--- config.mk ---
export PLATFORM = sky130hd
export DESIGN_NAME = mem_arbiter
export DESIGN_NICKNAME = d
export VERILOG_FILES = /design/src/rtl/mem_arbiter.sv
export SDC_FILE = /design/constraint.sdc
export NUM_CORES = 1
export LEC_CHECK = 0
export ABC_AREA = 0
export BUFFER_PORTS_ARGS = -buffer_cell sky130_fd_sc_hd__buf_2
export CORE_AREA = 2 2 117 119
export CTS_CLUSTER_DIAMETER = 60
export DETAILED_ROUTE_END_ITERATION = 10
export DIE_AREA = 0 0 119 121
export HOLD_SLACK_MARGIN = 0.15
export PLACE_DENSITY = 0.69
export SLEW_MARGIN = 0
export SYNTH_ARGS = -nofsm -noshare
export SYNTH_HDL_FRONTEND = slang
export SYNTH_SLANG_ARGS = --single-unit
--- constraint.sdc ---
create_clock -name clk -period 4.9 [get_ports clk]
set_clock_uncertainty 0.15 [all_clocks]
set_input_delay 0.98 -clock clk [delete_from_list [all_inputs] [get_ports clk]]
set_output_delay 0.98 -clock clk [all_outputs]
set_load 0.02 [all_outputs]
--- src/rtl/mem_arbiter.sv ---
// Two-requester (CPU, DMA) arbiter in front of a single-port data memory.
// Latency: grant is combinational in the request cycle; read data returns one cycle later.
// Backpressure: a requester holds its request until granted; a DMA lock burst can stall the CPU for at most MAX_BURST grants.
module mem_arbiter #(
  parameter int unsigned MAX_BURST = 8
) (
  input  logic        clk,
  input  logic        reset,
  // CPU port
  input  logic        cpu_req,
  input  logic        cpu_we,
  input  logic [31:0] cpu_adr,
  input  logic [31:0] cpu_wd,
  output logic        cpu_gnt,
  output logic [31:0] cpu_rd,
  output logic        cpu_rvalid,
  // DMA / loader port
  input  logic        dma_req,
  input  logic        dma_we,
  input  logic [31:0] dma_adr,
  input  logic [31:0] dma_wd,
  input  logic        dma_lock,
  output logic        dma_gnt,
  output logic [31:0] dma_rd,
  output logic        dma_rvalid,
  // data memory (synchronous write, combinational read)
  output logic        mem_we,
  output logic [31:0] mem_a,
  output logic [31:0] mem_wd,
  input  logic [31:0] mem_rd,
  // status
  output logic        locked
);

  typedef enum logic [0:0] {
    ST_OPEN   = 1'b0,
    ST_LOCKED = 1'b1
  } state_e;

  // Counter value at which the current DMA grant is the last one of a burst.
  localparam logic [7:0] BURST_LAST = 8'(MAX_BURST - 1);

  state_e      state_q;
  logic [7:0]  burst_cnt_q;
  logic        last_dma_q;     // 1: DMA was granted most recently
  logic        cpu_rvalid_q;
  logic        dma_rvalid_q;
  logic [31:0] cpu_rd_q;
  logic [31:0] dma_rd_q;

  // Grant selection: lock owner first, otherwise round-robin on contention.
  always_comb begin
    cpu_gnt = 1'b0;
    dma_gnt = 1'b0;
    if (!reset) begin
      if (state_q == ST_LOCKED) begin
        // A dropped dma_req ends the burst; the CPU may use that idle slot.
        if (dma_req)      dma_gnt = 1'b1;
        else if (cpu_req) cpu_gnt = 1'b1;
      end else if (cpu_req && dma_req) begin
        if (last_dma_q) cpu_gnt = 1'b1;
        else            dma_gnt = 1'b1;
      end else begin
        cpu_gnt = cpu_req;
        dma_gnt = dma_req;
      end
    end
  end

  // Memory port mux from the granted requester; all zero when idle.
  always_comb begin
    mem_we = 1'b0;
    mem_a  = '0;
    mem_wd = '0;
    if (cpu_gnt) begin
      mem_we = cpu_we;
      mem_a  = cpu_adr;
      mem_wd = cpu_wd;
    end else if (dma_gnt) begin
      mem_we = dma_we;
      mem_a  = dma_adr;
      mem_wd = dma_wd;
    end
  end

  // Arbitration FSM, burst counter, fairness pointer and read-return registers.
  always_ff @(posedge clk) begin
    if (reset) begin
      state_q      <= ST_OPEN;
      burst_cnt_q  <= '0;
      last_dma_q   <= 1'b1;
      cpu_rvalid_q <= 1'b0;
      dma_rvalid_q <= 1'b0;
      cpu_rd_q     <= '0;
      dma_rd_q     <= '0;
    end else begin
      // Read return: capture memory data for a granted read, pulse rvalid once.
      cpu_rvalid_q <= cpu_gnt && !cpu_we;
      dma_rvalid_q <= dma_gnt && !dma_we;
      if (cpu_gnt && !cpu_we) cpu_rd_q <= mem_rd;
      if (dma_gnt && !dma_we) dma_rd_q <= mem_rd;

      if (cpu_gnt) last_dma_q <= 1'b0;
      if (dma_gnt) last_dma_q <= 1'b1;

      case (state_q)
        ST_OPEN: begin
          if (dma_gnt && dma_lock) begin
            state_q     <= ST_LOCKED;
            burst_cnt_q <= 8'd1;
          end
        end
        ST_LOCKED: begin
          if (!dma_req || !dma_lock || burst_cnt_q == BURST_LAST) begin
            // Burst over: idle DMA, explicit release, or burst length cap.
            // last_dma_q is already DMA here, so a waiting CPU wins next.
            state_q     <= ST_OPEN;
            burst_cnt_q <= '0;
          end else begin
            burst_cnt_q <= burst_cnt_q + 8'd1;
          end
        end
        default: begin
          state_q     <= ST_OPEN;
          burst_cnt_q <= '0;
        end
      endcase
    end
  end

  assign cpu_rvalid = cpu_rvalid_q;
  assign dma_rvalid = dma_rvalid_q;
  assign cpu_rd     = cpu_rd_q;
  assign dma_rd     = dma_rd_q;
  assign locked     = (state_q == ST_LOCKED);

endmodule

Word-level counts from Yosys, hierarchy flattened. Cells that the tools add are included.

Eq/ne operators: 2. Bitwise logic cells: 1. Muxes and demuxes: 23. Reductions and logical operators: 11. Add/subtract/negate cells: 1.

Operator list (count): $mux W32 (4); $mux W8 (2); $pmux W8 S2 (1); $mux W1 (15); $add A8 B1 Y8 const B (1); $eq A8 B3 Y1 const B (1); $logic_and A1 B1 Y1 (4); $logic_not A1 Y1 (4); $logic_or A1 B1 Y1 (2); $ne A2 B2 Y1 const B (1); $pmux W1 S2 (1); $reduce_or A2 Y1 (1); $not A1 Y1 (1).

Output and inout port bits: 134. Bits of input ports: 167. Logic and storage cells: 45. Register bits after elaboration: 76.

Depth between registers and ports, before layout. Gate-level depths: netlist of run 1.

Depth after elaboration: 7. Gate-level depth with buffers: 6. Mapped depth without buffers: 5.

Worst setup path before layout of run 1. OpenSTA, ideal clock, no wires.

Path kind: in2out. From: input port reset. To: output port mem_a[22]. Slack: 1731 ps. Buffers on the path: 1. Stages: 4. Required time: 3770 ps. Arrival time: 2039 ps. Path through: nand2b_1 a21oi_2 clkbuf_1 a22o_1.

Longest elaborated chain between the ends: 3. Elaborated cells on any way between the ends: 4. Those cells by class: 4 x mux.

Ends and longest elaborated chain: start, declared (line 8) `input logic reset,`; $mux W1 (line 55) `if (!reset) begin`; via dma_gnt (line 23) `output logic dma_gnt,`; $mux W32 (line 79) `end else if (dma_gnt) begin`; $mux W32 (line 75) `if (cpu_gnt) begin`; end, declared (line 28) `output logic [31:0] mem_a,`.

The timed path passes the listed nets, and every way through them passes these cells.

Worst setup path after layout of run 1.
From: input port reset. To: output port mem_wd[8].

Longest elaborated chain between the ends: 3. Elaborated cells on any way between the ends: 4. Those cells by class: 4 x mux.

Ends and longest elaborated chain: $mux W1 (line 55); $mux W32 (line 79); $mux W32 (*) (line 75); end, declared (line 29) `output logic [31:0] mem_wd,`.

Mark *: on every way between the ends. The rest lies on a longest branch, timed or not.

==> results of run 1 <==
## flip-flops by register name (all words and copies together) (netlist names)
register     count
cpu_rvalid       1
cpu_rd          32
dma_rvalid       1
last_dma_q       1
locked           1
burst_cnt_q      8
dma_rd          32
## area by class of cell
| type | instances | area share [%] |
|---|---|---|
| Clock inverter | 6 | 1.32 |
| Tap cell | 176 | 4.09 |
| Multi-Input combinational cell | 313 | 32.9 |
| Inverter | 5 | 0.349 |
| Timing Repair Buffer | 305 | 28.6 |
| Clock buffer | 10 | 4.44 |
| Antenna cell | 1 | 0.0465 |
| Sequential cell | 76 | 28.3 |
## stage by stage
step                      power (uW)  setup slack [ns]  hold WS [ns]
after floorplan                  850              1.73         0.281
after global placement          1000              1.32         0.283
after detailed placement        1000              1.33         0.288
after CTS                       1680              1.32         0.297
after global routing            1730              1.20         0.306
final                           1660              1.30         0.294
## Yosys cell counts, types with 2 or more instances
library cell	n
clkbuf_1	12
buf_2	14
a22o_1	66
a21o_1	2
o21ai_1	33
o21ai_0	2
mux2i_1	2
nand2b_1	2
nand2_1	133
nor2_1	3
a21oi_1	40
nand4_1	2
buf_6	5
buf_4	4
inv_1	2
a31oi_1	3
dfxtp_1	76
inv_2	3
nand3_1	4
## worst max-delay path, stage by stage
cell,delay [ns]
buf_2,0.11
nand2b_1,0.22
a21oi_4,0.14
buf_4,0.55
a22o_1,0.25
buf_2,0.17
## path summary, 6_finish.rpt
kind / slack (ns) / to / cells past startpoint / from
setup / recovery: 1.30 / mem_wd[8] / 6 / reset
hold / removal: 0.29 / dma_rd[29] / 2 / dma_rd[29]
setup reg to reg: 3.03 / cpu_rd[28] / 5 / last_dma_q
hold reg to reg: 0.29 / dma_rd[29] / 2 / dma_rd[29]
## where the power goes
part           switching [uW]  internal, uW
Combinational             201           133
Sequential               11.1           641
Clock                     266           412
Total                     478          1190
## cells by family after synthesis
group,Yosys count
buf+inv,40
fa+ha+maj,1
simple gates,155
compound gates,155
mux,2
flops,76
## per-layer routing
layer / vias up / routed length, um / global-route usage (%)
met4: 0 / 228 / 5.73
met2: 176 / 6710 / 29.8
li1: 2077 / - / -
met3: 20 / 1190 / 5.40
met1: 1904 / 5950 / 23.1
met5: - / 0 / 0
==> flow_summary.ini, run 1 <==
[run_status]
outcome = finished, final reports clean

[grt]
grt_max_degree = 69
first_global_vias = 3717
grt_pass1_wl_mm = 20.5
track_usage_pct = 18.2
grt_antenna_before_repair = 0
grt-ovfl-total = 0

[layout]
finalNonFillerCells = 892
final_cell_mix = buf_2, nand2_1, dfxtp_1
fin_util_pct = 41.1
drive_above_1_share_pct = 46.7
design_area_um2 = 5380
multiInputGateArea_um2 = 1770
layout_commonest_cell = buf_2
fillers = 1362
nets = 878
syn_to_final_growth_pct = 53.9
seqCellArea_um2 = 1520

[placement]
gp_congestion = 0.891
place_area_um2 = 5070
post-place-cells = 875
hpwl_mm = 10.7
numPortBuffers = 300

[setup_path]
worst-setup-path-type = in2out
critPathCaptureType = output pin
worstPathMaxFanout = 68
cp-start-kind = input port
cp_data_arrival_time_ns = 2.47
critPathRequiredTime_ns = 3.77

[clock_tree]
h-tree-depth = 3
root_buffer = clkbuf_16
tritoncts = done
post_cts_buffers = 0
numCtsBuffers = 9
hold_buffers = 0
cts_resized = 0
insertion_delay_ns = 0.33
clock-sinks = 76
clkTransAtPathRegs_ns = 0.06
clock_path_buffers = 2

[yosys]
synth_area_um2 = 3500
yosys.area_share.adder_pct = 0.358
synth-seq-area-share_pct = 43.5
synth_top_area_share_pct = 43.5
synth_cell_types = 40
synth_top_family_by_area = compound AO/OA/AOI/OAI gates
yosys_warnings = 0
synth_compound_area_share_pct = 30.9
syn_avg_cell_area_um2 = 8.15
synth_seq_cells = 76
synthSimpleGateAreaFrac_pct = 18.4
ys_top_cells_by_area = dfxtp_1, a22o_1, nand2_1
synth_mux_area_share_pct = 0.572
syn_nets = 597
synth-xor-area-share_pct = 0
synthFlopType = dfxtp_1
synth_top_cell_by_area = dfxtp_1
synth_edf_count = 0
netlist_instances = 429
async_flop_share_pct = 0

[floorplan]
start_util_pct = 26.7
io_pins = 301
die_area_um2 = 14400
die_h_um = 121
fp.dieW_um = 119
core-area_um2 = 13100
core.rowCount = 42

[sta]
finalSetupViolCount = 0
tightestPinTransition_ns = 0.687
rsz0062_at_grt = false
min_period_over_period_pct = 73.5
slew_violations = 0
relSlewSlack_pct = 54.2
fin_tns_setup_ns = 0
fmax_ghz = 0.278
finalHoldViolCount = 0
fin_crit_ns = 3.60

[drt]
routed_via_density = 4.68
drt_iter0_markers = 230
wl_per_cell_um = 15.8
ant_nets = 0
drc = 0
first_pass_iters = 4
vias = 4177
postRouteWirelength_mm = 14.1

[flow_run]
maxCapViolations = 0

[power_and_ir_drop]
vdd_ir_drop_max_v = 0.000184
powerDensity_nw_per_um2 = 309
leakage_uw = 0.00271

[min_path]
hold_class = reg2reg
No activity file was read; power rests on OpenSTA's default activity.
==> inputs of run 2 (changes only) <==
--- a/config.mk
+++ b/config.mk
@@ -5,14 +5,14 @@
 export SDC_FILE = /design/constraint.sdc
 export NUM_CORES = 1
 export LEC_CHECK = 0
-export ABC_AREA = 0
+export ABC_AREA = 1
 export BUFFER_PORTS_ARGS = -buffer_cell sky130_fd_sc_hd__buf_2
-export CORE_AREA = 2 2 117 119
+export CORE_AREA = 2 2 118 120
 export CTS_CLUSTER_DIAMETER = 60
 export DETAILED_ROUTE_END_ITERATION = 10
-export DIE_AREA = 0 0 119 121
+export DIE_AREA = 0 0 120 122
 export HOLD_SLACK_MARGIN = 0.15
-export PLACE_DENSITY = 0.69
+export PLACE_DENSITY = 0.68
 export SLEW_MARGIN = 0
 export SYNTH_ARGS = -nofsm -noshare
 export SYNTH_HDL_FRONTEND = slang
==> constraint.sdc (replaced) <==
create_clock -name clk -period 3.5 [get_ports clk]
set_clock_uncertainty 0.15 [all_clocks]
set_input_delay 0.7 -clock clk [delete_from_list [all_inputs] [get_ports clk]]
set_output_delay 0.7 -clock clk [all_outputs]
set_load 0.02 [all_outputs]
==> run 2 against run 1 <==
Total power rose by 39%. Hold slack improved by 0.013 ns. Via count rose by 3.7%. Critical path depth rose by 2. Synthesized cell count rose by 4.4%. Non-clock buffer count rose by 2. Sequential share of layout area rose by 0.079 points.
==> flow_summary.ini, run 2 <==
[run_status]
outcome = finished, final reports clean

[drt]
wl_per_cell_um = 17.0
met2WireLength_mm = 7.29
wl_met1_mm = 6.32
drc = 0
met3_length_mm = 1.79
routed_via_density = 4.71
postRouteWirelength_mm = 15.7
drt_iter0_markers = 299
highest_layer = met5
vias = 4332
first_pass_iters = 6
ant_nets = 0

[sta]
finalSetupViolCount = 0
min_period_over_period_pct = 80.9
relSlewSlack_pct = 51.3
rsz0062_at_grt = false
fmax_ghz = 0.353
fin_tns_setup_ns = 0
finalHoldViolCount = 0
slew_violations = 0
fin_crit_ns = 2.83
tightestPinTransition_ns = 0.728

[grt]
first_global_vias = 3921
track_usage_pct = 20.1
grt-ovfl-total = 0
grt_pass1_wl_mm = 22.3
grt_max_degree = 72
grt_antenna_before_repair = 4

[power_and_ir_drop]
internal-power_uw = 1670
powerDensity_nw_per_um2 = 430
leakage_uw = 0.00303
seqPwrFrac_pct = 39.7
power.share.switching_pct = 27.6
vdd_ir_drop_max_v = 0.000312
pwr-share-clk_pct = 40.6
netSwitchingPower_uw = 638
p_comb_share_pct = 19.7

[yosys]
ys_top_cells_by_area = dfxtp_1, a22o_1, nand2_1
synth_compound_area_share_pct = 22.4
syn_nets = 616
synth_top_cell_by_area = dfxtp_1
synth-seq-area-share_pct = 43.5
yosys_warnings = 0
syn_avg_cell_area_um2 = 7.81
synthSimpleGateAreaFrac_pct = 25.9
synth-xor-area-share_pct = 0
synth_top_cells_by_count = nand2_1, dfxtp_1, nor2_1, a22o_1, nand3_1
synth_mux_area_share_pct = 0
yosys.area_share.adder_pct = 0.357
synthFlopType = dfxtp_1
async_flop_share_pct = 0
synth_seq_cells = 76
synth_edf_count = 0
synth_top_area_share_pct = 43.5
synth_top_family_by_area = simple AND/OR/NAND/NOR gates
synth_area_um2 = 3500
synth_most_common_cell = nand2_1
synth_cell_types = 24
netlist_instances = 448

[setup_path]
critPathTopFamily = buffers and inverters
cp_data_arrival_time_ns = 1.98
cp_cell_sequence = buf_2 -> nand3_2 -> nand2_2 -> nand3_4 -> inv_2 -> buf_4 -> a22o_1 -> buf_2
critPathRequiredTime_ns = 2.65
worstPathMaxFanout = 38
path_depth = 8
reg2reg_depth = 9
critPathCaptureType = output pin
cp-start-kind = input port
crit_top_cell = buf_2
worst-setup-path-type = in2out
slowest_stage = buf_4
timing.critical_path.buf_inv = 4
slowest_delay_ns = 0.35

[clock_tree]
insertion_delay_ns = 0.33
h-tree-depth = 3
clkTransAtPathRegs_ns = 0.05
clock-sinks = 76
clock_path_buffers = 2
tritoncts = done
root_buffer = clkbuf_16
cts_resized = 0
post_cts_buffers = 0
hold_buffers = 0
numCtsBuffers = 9

[layout]
layout_commonest_cell = buf_2
drive_above_1_share_pct = 44.9
nets = 901
fillers = 1432
finalNonFillerCells = 920
syn_to_final_growth_pct = 53.3
final_cell_mix = buf_2, nand2_1, dfxtp_1

[min_path]
hold_class = reg2reg
worst_hold_path.num_cells = 2

[placement]
post-place-cells = 902
hpwl_mm = 12.1
gp_congestion = 0.817
numPortBuffers = 300

[floorplan]
core.rowCount = 43
io_pins = 301
die_h_um = 122
core-area_um2 = 13500
fp.dieW_um = 120
die_area_um2 = 14600
start_util_pct = 25.9

[flow_run]
maxCapViolations = 0
run 2: cell types whose count changed in the layout (fill, tap and decap cells not counted), moves of 3 or more:
cell      delta
a21oi_1     -33
clkbuf_1     +4
inv_1       +10
nand2_1     -43
nand2_2      +3
nand3_1     +39
nor2_1      +68
o21ai_0     +32
o21ai_1     -32
run 2: layout make-up:
type	instances	area [um2]	share of cell area, %
Clock inverter	1	30.0	0.559
Sequential cell	76	1520	28.3
Timing Repair Buffer	307	1550	29.0
Tap cell	180	225	4.20
Inverter	16	60.1	1.12
Clock buffer	15	268	4.99
Antenna cell	2	5.00	0.0932
Multi-Input combinational cell	323	1700	31.7
run 2: path summary, 6_finish.rpt:
path,end,from,slack (ns)
max,mem_a[19],cpu_req,0.67
min,dma_rd[22],dma_rd[22],0.31
max reg2reg,cpu_rd[25],locked,1.22
min reg2reg,dma_rd[22],dma_rd[22],0.31
run 2: worst register-to-register path: cells and delay by family (launching register included):
kind / cells / cell delay (ns)
buffers and inverters: 3 / 0.51
flip-flops: 1 / 0.33
AND/OR/NAND/NOR: 6 / 1.19
run 2: routing by layer:
layer  track usage, %  vias up
met5                0        -
met4             5.74        6
met3             8.71       28
met2             32.8      184
met1             23.9     2008
li1                 -     2106
run 2: power by group through the flow:
| stage | Sequential (uW) | Clock [uW] | Combinational [uW] |
|---|---|---|---|
| after floorplan | 978 | 0 | 204 |
| after global routing | 921 | 993 | 490 |
| after detailed placement | 936 | 0 | 457 |
| after global placement | 935 | 0 | 457 |
| final | 918 | 938 | 455 |
| after CTS | 918 | 958 | 459 |
run 2: through the flow:
| stage | worst slack (ns) | hold slack (ns) | power, uW | area (um2) | util [%] |
|---|---|---|---|---|---|
| final | 0.669 | 0.308 | 2310 | 5370 | 39.7 |
| after floorplan | 0.981 | 0.299 | 1180 | 3500 | - |
| after CTS | 0.656 | 0.311 | 2340 | 5360 | 39.7 |
| after detailed placement | 0.669 | 0.303 | 1390 | 5060 | 37.5 |
| after global placement | 0.687 | 0.298 | 1390 | 5060 | 37.5 |
| after global routing | 0.568 | 0.334 | 2400 | 5360 | 39.7 |
run 2: logic make-up after synthesis:
logic type	after synthesis
and+or+nand+nor	214
AOI/OAI and AO/OA	108
DFF	76
buffers and inverters	49
adders and majority gates	1
